$ cat config.mk
export PLATFORM = sky130hd
export DESIGN_NAME = byte_serial_cmp_ctrl
export DESIGN_NICKNAME = d
export VERILOG_FILES = /design/src/rtl/byte_serial_cmp_ctrl.sv
export SDC_FILE = /design/constraint.sdc
export NUM_CORES = 1
export LEC_CHECK = 0
export ABC_AREA = 1
export BUFFER_PORTS_ARGS = -buffer_cell sky130_fd_sc_hd__buf_2
export CORE_ASPECT_RATIO = 0.6
export CORE_MARGIN = 5
export CORE_UTILIZATION = 55
export CTS_CLUSTER_SIZE = 25
export DETAILED_ROUTE_END_ITERATION = 16
export GPL_TIMING_DRIVEN = 1
export PLACE_DENSITY_LB_ADDON = 0.25
export SETUP_SLACK_MARGIN = 0.15
export SYNTH_ARGS = -nofsm -noshare
export SYNTH_HDL_FRONTEND = slang
export SYNTH_SLANG_ARGS = --single-unit
$ cat constraint.sdc
create_clock -name clk -period 5.8 [get_ports clk]
set_input_delay 1.16 -clock clk [delete_from_list [all_inputs] [get_ports clk]]
set_output_delay 1.16 -clock clk [all_outputs]
set_load 0.03 [all_outputs]
$ cat src/rtl/byte_serial_cmp_ctrl.sv
// Byte-serial magnitude comparator controller: walks two NBYTES-wide operands MSB byte first.
// Optional early exit on the first differing byte is enabled by defining BYTE_CMP_EARLY_EXIT_EN.
module byte_serial_cmp_ctrl #(
    parameter int NBYTES = 4,
    parameter int SW     = 5
) (
    input  logic                  clk,
    input  logic                  rst_n,
    input  logic                  start,
    input  logic [8*NBYTES-1:0]   a_in,
    input  logic [8*NBYTES-1:0]   b_in,
    output logic                  busy,
    output logic                  done,
    output logic                  eq,
    output logic                  gt,
    output logic                  lt,
    output logic [SW-1:0]         steps
);

    localparam int IW = (NBYTES > 1) ? $clog2(NBYTES) : 1;

    typedef enum logic {
        IDLE = 1'b0,
        CMP  = 1'b1
    } state_t;

    state_t                state_reg;
    logic [8*NBYTES-1:0]   a_reg;
    logic [8*NBYTES-1:0]   b_reg;
    logic [IW-1:0]         idx_reg;
    logic                  e_acc_reg;
    logic                  g_acc_reg;

    logic [7:0]            a_byte_arr [NBYTES];
    logic [7:0]            b_byte_arr [NBYTES];
    logic [7:0]            a_byte;
    logic [7:0]            b_byte;
    logic                  e_next;
    logic                  g_next;
    logic                  last_step;

    generate
        for (genvar gi = 0; gi < NBYTES; gi++) begin : g_bytes
            assign a_byte_arr[gi] = a_reg[8*gi +: 8];
            assign b_byte_arr[gi] = b_reg[8*gi +: 8];
        end
    endgenerate

    assign a_byte = a_byte_arr[idx_reg];
    assign b_byte = b_byte_arr[idx_reg];

    // Chained cascade: once a higher byte differs, lower bytes cannot alter the verdict.
    assign e_next = e_acc_reg & (a_byte == b_byte);
    assign g_next = g_acc_reg | (e_acc_reg & (a_byte > b_byte));

`ifdef BYTE_CMP_EARLY_EXIT_EN
    assign last_step = (idx_reg == '0) || !e_next;
`else
    assign last_step = (idx_reg == '0);
`endif

    always_ff @(posedge clk or negedge rst_n) begin
        if (!rst_n) begin
            state_reg <= IDLE;
            a_reg     <= '0;
            b_reg     <= '0;
            idx_reg   <= '0;
            e_acc_reg <= 1'b0;
            g_acc_reg <= 1'b0;
            busy      <= 1'b0;
            done      <= 1'b0;
            eq        <= 1'b0;
            gt        <= 1'b0;
            lt        <= 1'b0;
            steps     <= '0;
        end else begin
            case (state_reg)
                IDLE: begin
                    done <= 1'b0;
                    if (start) begin
                        a_reg     <= a_in;
                        b_reg     <= b_in;
                        idx_reg   <= IW'(NBYTES - 1);
                        e_acc_reg <= 1'b1;
                        g_acc_reg <= 1'b0;
                        steps     <= '0;
                        busy      <= 1'b1;
                        state_reg <= CMP;
                    end
                end
                CMP: begin
                    e_acc_reg <= e_next;
                    g_acc_reg <= g_next;
                    steps     <= steps + SW'(1);
                    if (last_step) begin
                        eq        <= e_next;
                        gt        <= g_next;
                        lt        <= ~e_next & ~g_next;
                        done      <= 1'b1;
                        busy      <= 1'b0;
                        state_reg <= IDLE;
                    end else begin
                        idx_reg <= idx_reg - IW'(1);
                    end
                end
                default: state_reg <= IDLE;
            endcase
        end
    end

endmodule
==> metrics, run 1 <==
vias 3117; Port Buffer Count 76; area of the die 8570 um2; hold crit path type reg -> reg; placed cell count 596; top cell type by total area after synthesis dfrtp_1; maximum vdd ir drop 322 uV; Min-Delay Path Depth 2; synth warn 0; Syn Area/Cell 8.15 um2; Worst Tran Pin Value 1.07 ns; power per cell area 598 nW/um2; post-synthesis sequential area ratio 0.531; Reg2Reg Depth 11; cell area after synthesis 3720 um2; Synthesized Nets 534; # H-tree levels 3; fin. max-slew vios 0; Critical R2R Launch idx_reg[0]; Die X 116 um; root buffer cell clkbuf_16; fin nets 597; GPL Wtd Cong 0.795; f_max 330 MHz; Final Hold Fails 0; total track usage 0.222; post_cts resized 0; minimum clock period 3.03 ns; Synth Instances 457; Finished Cell Area 4310 um2; Num CTS Buffers 9; WS Path Type reg -> reg; outcome finished, final reports clean; area delta synth->final 15.7%; Residual DRC 0; clock latency at the later pin of the worst-skew pair 0.34 ns; hold_buf cts 0; CP Max Fanout 35; share of layout cells above drive strength 1 0.176; per-cell routed wire length 14.6 um; leakage 2.38 nW; commonest non-fill, non-tap cell in the layout nand2_1; Max-cap violations 0; hold_sp b_reg[0]; clock share of power 0.200; CTS tree yes; row count 23; Clock Pin Slew Worst Setup and Hold Paths 0.06 ns; post-CTS setup buffers 0; Area after DPL 4040 um2; Slew headroom 0.286; pin count of the biggest net entering global routing 80; Gate power share 0.398; # diodes 0; Via density 5.11; total net switching power 0.00106 W; Area contributors post-synth dfrtp_1 (53%), nand2_1 (24%), ha_1 (3.4%), o21ai_0 (2.7%), nor2_1 (2.5%); Max Clock Skew 0.00473 ns; Post-DP HPWL 6000 um; share of the synthesized area in the top cell type 0.531; FF+latch count, synth 79; critical path launch point type flip-flop; Most used DFF post-synth dfrtp_1; Seq pwr share 0.402; initial core utilization 0.563; IO Pins 77; Arrival @ worst endpoint 3.26 ns; Die Y 73.7 um; Synth cell types 24; total power 0.00258 W; RSZ-0062 raised after global routing no; Sw Ratio 0.413; post-route insts no fill 610; Crit. End Element flip-flop; internal power 0.00151 W; first-pass GRT wire length 14400 um; drt first pass iters 4; crit path launch idx_reg[0]; Post-synth EDFFs 0; Detailed Route Iter0 Violations 313; number of global-route vias before repair 2938; antenna-violating nets left 0; CTS Sinks 79; Setup Viol. Count Final 0; final wirelength 8920 um; initial antenna violation count 0; Bufs on Longest Clock Path 2; Overflow after GRT 0; TNS Setup 0 ns; FFs w/ async S/R, synth 1.00; most frequent cells in the layout nand2_1 (243), dfrtp_1 (79), buf_2 (75), nor2_1 (25), o21ai_0 (20); CORE AREA 6620 um2; fin crit share 0.523; Critical Path RT 6.03 ns
## kinds of logic after synthesis
| kind of cell | count (synthesis) | synth area share |
|---|---|---|
| AND/OR/NAND/NOR | 276 | 0.286 |
| flip-flops | 79 | 0.531 |
| AO/OA/AOI/OAI | 54 | 0.0890 |
| buffers and inverters | 38 | 0.0608 |
| adder cells (fa/ha/maj) | 10 | 0.0336 |
## power by group through the flow
stage	clock network (W)	registers, W	logic [W]
final	0.000514	0.00104	0.00102
after global routing	0.000546	0.00107	0.00117
after CTS	0.000524	0.00103	0.00102
after detailed placement	0	0.00103	0.00102
after global placement	0	0.00103	0.000974
after floorplan	0	0.00100	0.000791
## routing by layer
layer	routed length (um)	track usage	vias to the layer above	share of wire
li1	-	-	1566	-
met1	4530	0.340	1438	0.51
met2	3540	0.292	99	0.40
met3	733	0.0831	14	0.082
met4	112	0.0631	0	0.013
met5	0	0	-	0
## critical path, stage by stage (launching register included)
cell and delay [ns]:
dfrtp_1 0.98, inv_2 0.49, o21ai_0 0.34, o22ai_1 0.10, ha_1 0.30, nand2_1 0.08
nor2_1 0.21, a21boi_0 0.12, nand2_1 0.14, nand2_1 0.06, nand2_1 0.05, nand2_1 0.04
## worst paths after layout
| check | endpoint | slack (ns) |
|---|---|---|
| setup / recovery | gt | 2.77 |
| min in group asynchronous | a_reg[28] | 0.98 |
| setup reg to reg | gt | 2.77 |
| hold / removal | b_reg[0] | 0.47 |
| max in group asynchronous | b_reg[21] | 4.21 |
| hold reg to reg | b_reg[0] | 0.47 |
## cell usage after synthesis (3+ instances only)
master   number
ha_1         10
inv_2         3
a21oi_1      13
o21ai_0      20
nand3_1       4
o22ai_1       8
inv_1        11
a32o_1        8
buf_6         7
nor2_1       25
dfrtp_1      79
nand2_1     243
buf_2        12
buf_4         4
## per-stage QoR
| step | setup WS (ns) | hold WS [ns] | util |
|---|---|---|---|
| 2_1_floorplan | 3.87 | 0.437 | - |
| 3_5_place_dp | 2.65 | 0.463 | 0.611 |
| 4_1_cts | 2.83 | 0.476 | 0.651 |
| 6_report | 2.77 | 0.472 | 0.651 |
| 3_3_place_gp | 2.72 | 0.454 | 0.611 |
| 5_1_grt | 2.55 | 0.493 | 0.651 |
## final cells by class
type	instances	area [um2]
Clock inverter	1	5.00
Timing Repair Buffer	76	383
Clock buffer	13	260
Multi-Input combinational cell	340	1520
Fill cell	575	2310
Sequential cell	79	1980
Tap cell	87	109
Inverter	14	52.6
Power figures use the tool's default switching activity.
==> run 2: changes to the inputs <==
==> constraint.sdc (replaced) <==
create_clock -name clk -period 3.15 [get_ports clk]
set_input_delay 0.63 -clock clk [delete_from_list [all_inputs] [get_ports clk]]
set_output_delay 0.63 -clock clk [all_outputs]
set_load 0.03 [all_outputs]
==> run 2 against run 1 <==
Sequential share of layout area is 0.67 points lower. Setup slack lost 1.9 ns. Critical path depth unchanged. Utilization is 0.96 points higher. Final cell count grew 0.82%. Sequential cell count did not move.
==> metrics, run 2 (same netlist as run 1, synthesis figures left out) <==
Area after DPL 4060 um2; Setup Viol. Count Final 0; critical-path cell list inv_2 > a21oi_1 > a32o_1 > ha_1 > nand2_1 > nor2_1 > a21boi_0 > nand2_1 > nand2_1 > nand2_1 > nand2_1; critical path launch point type flip-flop; clock latency at the later pin of the worst-skew pair 0.33 ns; GPL Wtd Cong 0.855; initial antenna violation count 0; hold crit path type in -> async; power per cell area 1120 nW/um2; post-route insts no fill 615; drt first pass iters 5; root buffer cell clkbuf_16; hold_buf cts 0; per-cell routed wire length 14.7 um; Overflow after GRT 0; Post-DP HPWL 6320 um; Hold Slack 0.450 ns; pin count of the biggest net entering global routing 80; Via density 5.20; Slew headroom 0.352; Final Hold Fails 0; CTS tree yes; commonest non-fill, non-tap cell in the layout nand2_1; maximum vdd ir drop 619 uV; Die X 116 um; vias 3196; Crit. End Element flip-flop; Num CTS Buffers 9; Detailed Route Iter0 Violations 283; share of layout cells above drive strength 1 0.182; # diodes 0; fin nets 600; Worst Tran Pin Value 0.972 ns; Arrival @ worst endpoint 2.46 ns; total track usage 0.226; Crit-path slowest cell dfrtp_1; CP Max Fanout 26; fin crit share 0.709; Max Clock Skew 0.00384 ns; Max-cap violations 0; # H-tree levels 3; Residual DRC 0; row count 23; CORE AREA 6620 um2; area delta synth->final 17.4%; first-pass GRT wire length 14800 um; antenna-violating nets left 0; Die Y 73.7 um; fin. max-slew vios 0; Bufs on Longest Clock Path 2; post_cts resized 0; Finished Cell Area 4370 um2; post-CTS setup buffers 0; outcome finished, final reports clean; leakage 2.41 nW; placed cell count 599; area of the die 8570 um2; Critical Path RT 3.38 ns; Clock Pin Slew Worst Setup and Hold Paths 0.06 ns; IO Pins 77; final wirelength 9010 um; RSZ-0062 raised after global routing no; Worst path max stage delay 0.47 ns; minimum clock period 2.23 ns; TNS Setup 0 ns; number of global-route vias before repair 3090; CTS Sinks 79; Port Buffer Count 76; most frequent cells in the layout nand2_1 (243), dfrtp_1 (79), buf_2 (75), nor2_1 (25), o21ai_0 (20); WS Path Type reg -> reg; initial core utilization 0.563; Worst path most repeated cell nand2_1; f_max 448 MHz
==> run 2: cell types whose count changed in the layout (fill, tap and decap cells not counted), sizes merged <==
cell    delta
buf        +3
bufinv     +2
clkbuf     -1
clkinv     +1
==> run 2: metrics by stage <==
step                power [W]  setup slack [ns]   util
floorplan             0.00330              1.22      -
global placement      0.00371              1.08  0.614
detailed placement    0.00381             0.946  0.614
CTS                   0.00491             0.938  0.660
global route          0.00531             0.712  0.660
finish                0.00491             0.916  0.660
==> run 2: path summary, 6_finish.rpt <==
path                       slack, ns  cells past startpoint       start         to
min reg2reg                     0.47                      2    a_reg[6]   a_reg[6]
min                             0.45                      1       rst_n  a_reg[19]
max in group asynchronous       2.07                      1       rst_n   b_reg[3]
max reg2reg                     0.92                     11  idx_reg[1]         gt
max                             0.92                     11  idx_reg[1]         gt
min in group clk                0.47                      2    a_reg[6]   a_reg[6]
==> run 2: worst max-delay path: cells and delay by family, from the launching register on <==
family	cells	cell delay (ns)
simple gates	6	0.53
compound gates	3	0.48
flops	1	0.47
buf+inv	1	0.34
fa+ha+maj	1	0.30
==> run 2: report_power, final <==
group	internal [W]	total (W)	leakage [nW]	switching, W
clock	0.000692	0.00108	0.151	0.000391
combinational	0.000739	0.00196	1.28	0.00122
sequential	0.00150	0.00187	0.979	0.000376
total	0.00293	0.00491	2.41	0.00198
==> run 2: layout make-up <==
class	count	area, um2
inverter	14	52.6
fill	568	2250
sequential	79	1980
clock inverter	4	70.1
clock buffer	12	236
tap	87	109
timing repair buffer	79	405
multi-input combinational	340	1520
==> run 2: per-layer routing <==
layer	vias to the layer above	track usage	share of wire
met4	0	0.0721	0.013
met3	13	0.0576	0.075
met5	-	0	0
met1	1478	0.347	0.51
met2	130	0.312	0.40
li1	1575	-	-
==> run 3: changes to the inputs <==
--- a/config.mk
+++ b/config.mk
@@ -5,11 +5,11 @@
 export SDC_FILE = /design/constraint.sdc
 export NUM_CORES = 1
 export LEC_CHECK = 0
-export ABC_AREA = 1
+export ABC_AREA = 0
 export BUFFER_PORTS_ARGS = -buffer_cell sky130_fd_sc_hd__buf_2
 export CORE_ASPECT_RATIO = 0.6
 export CORE_MARGIN = 5
-export CORE_UTILIZATION = 55
+export CORE_UTILIZATION = 49
 export CTS_CLUSTER_SIZE = 25
 export DETAILED_ROUTE_END_ITERATION = 16
 export GPL_TIMING_DRIVEN = 1
==> constraint.sdc (replaced) <==
create_clock -name clk -period 1.9 [get_ports clk]
set_input_delay 0.38 -clock clk [delete_from_list [all_inputs] [get_ports clk]]
set_output_delay 0.38 -clock clk [all_outputs]
set_load 0.03 [all_outputs]
==> run 3 against run 2 <==
The flow now finishes with violations (negative setup slack). Critical path depth shrank 1. Utilization shrank 1.0 points. Largest cell class unchanged. Critical path type unchanged. Largest power group unchanged. Maximum frequency down 6.9%. Sequential power is 62% higher. Final cell count is 27% lower.
==> metrics, run 3 <==
outcome finished with violations; violated checks negative setup slack; Worst Tran Pin Value 0.452 ns; Worst path max stage delay 0.51 ns; Setup Slack @ Placement -0.525 ns; fillcell total 573; # diodes 0; Hold Slack 0.262 ns; WS Path Type reg -> reg; maximum vdd ir drop 813 uV; CORE AREA 7270 um2; most frequent cells in the layout dfrtp_1 (78), buf_2 (75), mux2_2 (55), mux4_2 (16), buf_4 (13); post-route insts no fill 448; R2R Setup Slk -0.50 ns; Syn Area/Cell 15.0 um2; FF+latch count, synth 79; critical-path cell list buf_12 > buf_12 > mux4_2 > inv_2 > ha_4 > and3_4 > a221oi_2 > nor2_1 > nor3_2 > a41o_1; critical path buffer and inverter count 3; GPL Wtd Cong 0.808; Slew headroom 0.699; RSZ-0062 raised after global routing yes; cell area after synthesis 3670 um2; power per cell area 1910 nW/um2; hold crit path type in -> reg; Die Y 77.0 um; CTS Sinks 79; Post-synth EDFFs 0; most numerous cell in the Yosys netlist dfrtp_1; antenna-violating nets left 0; Most used DFF post-synth dfrtp_1; placed cell count 427; Arrival @ worst endpoint 2.67 ns; drt first pass iters 4; Detailed Route Iter0 Violations 114; f_max 417 MHz; Synth Instances 245; Die X 122 um; final wirelength 7490 um; per-cell routed wire length 16.7 um; post-synthesis sequential area ratio 0.539; TNS Setup -2.16 ns; share of the synthesized area in the top cell type 0.539; top cell type by total area after synthesis dfrtp_1; Synthesized Nets 322; Overflow after GRT 0; vias 2359; fin crit share 1.26; final worst slack -0.500 ns; IO Pins 77; Crit-path slowest cell mux4_2; Critical Path RT 2.17 ns; commonest non-fill, non-tap cell in the layout dfrtp_1; CTS tree yes; area delta synth->final 28.8%; share of layout cells above drive strength 1 0.584; Worst path most repeated cell buf_12; first-pass GRT wire length 12800 um; Setup Viol. Count Final 5; Via density 5.27; Max Clock Skew 0.00463 ns; Final Hold Fails 0; Crit. End Element flip-flop; total track usage 0.179; critical path launch point type flip-flop; CP top delay family multiplexers; leakage 2.14 nW; minimum clock period 2.40 ns; number of global-route vias before repair 2569; Post-DP HPWL 5550 um; synth warn 0; root buffer cell clkbuf_16; Max-cap violations 0; row count 24; Bufs on Longest Clock Path 2; # H-tree levels 3; FFs w/ async S/R, synth 1.00; initial core utilization 0.505; Port Buffer Count 76; pin count of the biggest net entering global routing 37; CP Max Fanout 5; clock latency at the later pin of the worst-skew pair 0.33 ns; Area contributors post-synth dfrtp_1 (54%), mux2_2 (17%), mux4_2 (9.8%), ha_1 (3.4%), mux2_1 (3.1%); Residual DRC 0; area of the die 9380 um2; fin. max-slew vios 0; Num CTS Buffers 9; Commonest cells post-synth dfrtp_1 (79), mux2_2 (55), mux4_2 (16); fin nets 417; Synth cell types 35; initial antenna violation count 0; Clock Pin Slew Worst Setup and Hold Paths 0.06 ns
[run 3: cell types whose count changed after synthesis, sizes merged, moves of 7 or more]
cell	before	now
buf	23	12
nor2	26	7
o21ai	21	4
a32o	8	0
mux4	0	16
nand2	243	3
mux2	0	65
o22ai	8	1
[run 3: metrics by stage]
| step | total power, W | util | instance area, um2 |
|---|---|---|---|
| global placement | 0.00686 | 0.592 | 4300 |
| global route | 0.00965 | 0.650 | 4730 |
| CTS | 0.00903 | 0.647 | 4700 |
| floorplan | 0.00591 | - | 3730 |
| detailed placement | 0.00703 | 0.592 | 4300 |
| finish | 0.00901 | 0.650 | 4730 |
[run 3: path summary, 6_finish.rpt]
| check | from | end | cells after the start |
|---|---|---|---|
| setup reg to reg | idx_reg[0] | lt | 10 |
| min in group asynchronous | rst_n | a_reg[4] | 2 |
| hold / removal | a_in[24] | a_reg[24] | 2 |
| hold reg to reg | b_reg[21] | b_reg[21] | 1 |
| setup / recovery | idx_reg[0] | lt | 10 |
| max in group asynchronous | rst_n | b_reg[31] | 3 |
[run 3: layout make-up]
type / count / area, um2 / area share
inverter: 13 / 48.8 / 0.0103
clock inverter: 3 / 42.5 / 0.00900
tap: 104 / 130 / 0.0275
clock buffer: 12 / 256 / 0.0543
sequential: 79 / 1980 / 0.419
multi-input combinational: 140 / 1630 / 0.344
timing repair buffer: 97 / 642 / 0.136
[run 3: power by group]
part / internal (W) / switching [W] / total, W
sequential: 0.00253 / 0.000500 / 0.00303
clock: 0.00108 / 0.000653 / 0.00173
combinational: 0.00246 / 0.00179 / 0.00425
total: 0.00607 / 0.00294 / 0.00901
[run 3: repair_timing]
item                                    4_1_cts  5_1_grt
pin swaps                                     5        5
buffers inserted                              4        0
endpoints found under the setup margin        5        6
hold endpoints to repair                     14        0
gates cloned                                  1        0
hold buffers                                  1        0
resized for setup                             6        9
[run 3: cells by family (layout without fill, tap and decap cells)]
logic type,Yosys count,after routing,synth area share
buffers and inverters,26,125,0.0423
AND/OR/NAND/NOR,23,23,0.0378
XOR/XNOR,4,4,0.00955
AO/OA/AOI/OAI,22,22,0.0399
flip-flops,79,79,0.539
multiplexers,81,81,0.298
adder cells (fa/ha/maj),10,10,0.0341
[run 3: routing by layer]
metal / vias to the layer above / part of all wire / global-route usage
li1: 1092 / - / -
met1: 1182 / 0.48 / 0.245
met2: 74 / 0.45 / 0.265
met3: 11 / 0.059 / 0.0632
met4: 0 / 0.016 / 0.0604
met5: - / 0 / 0
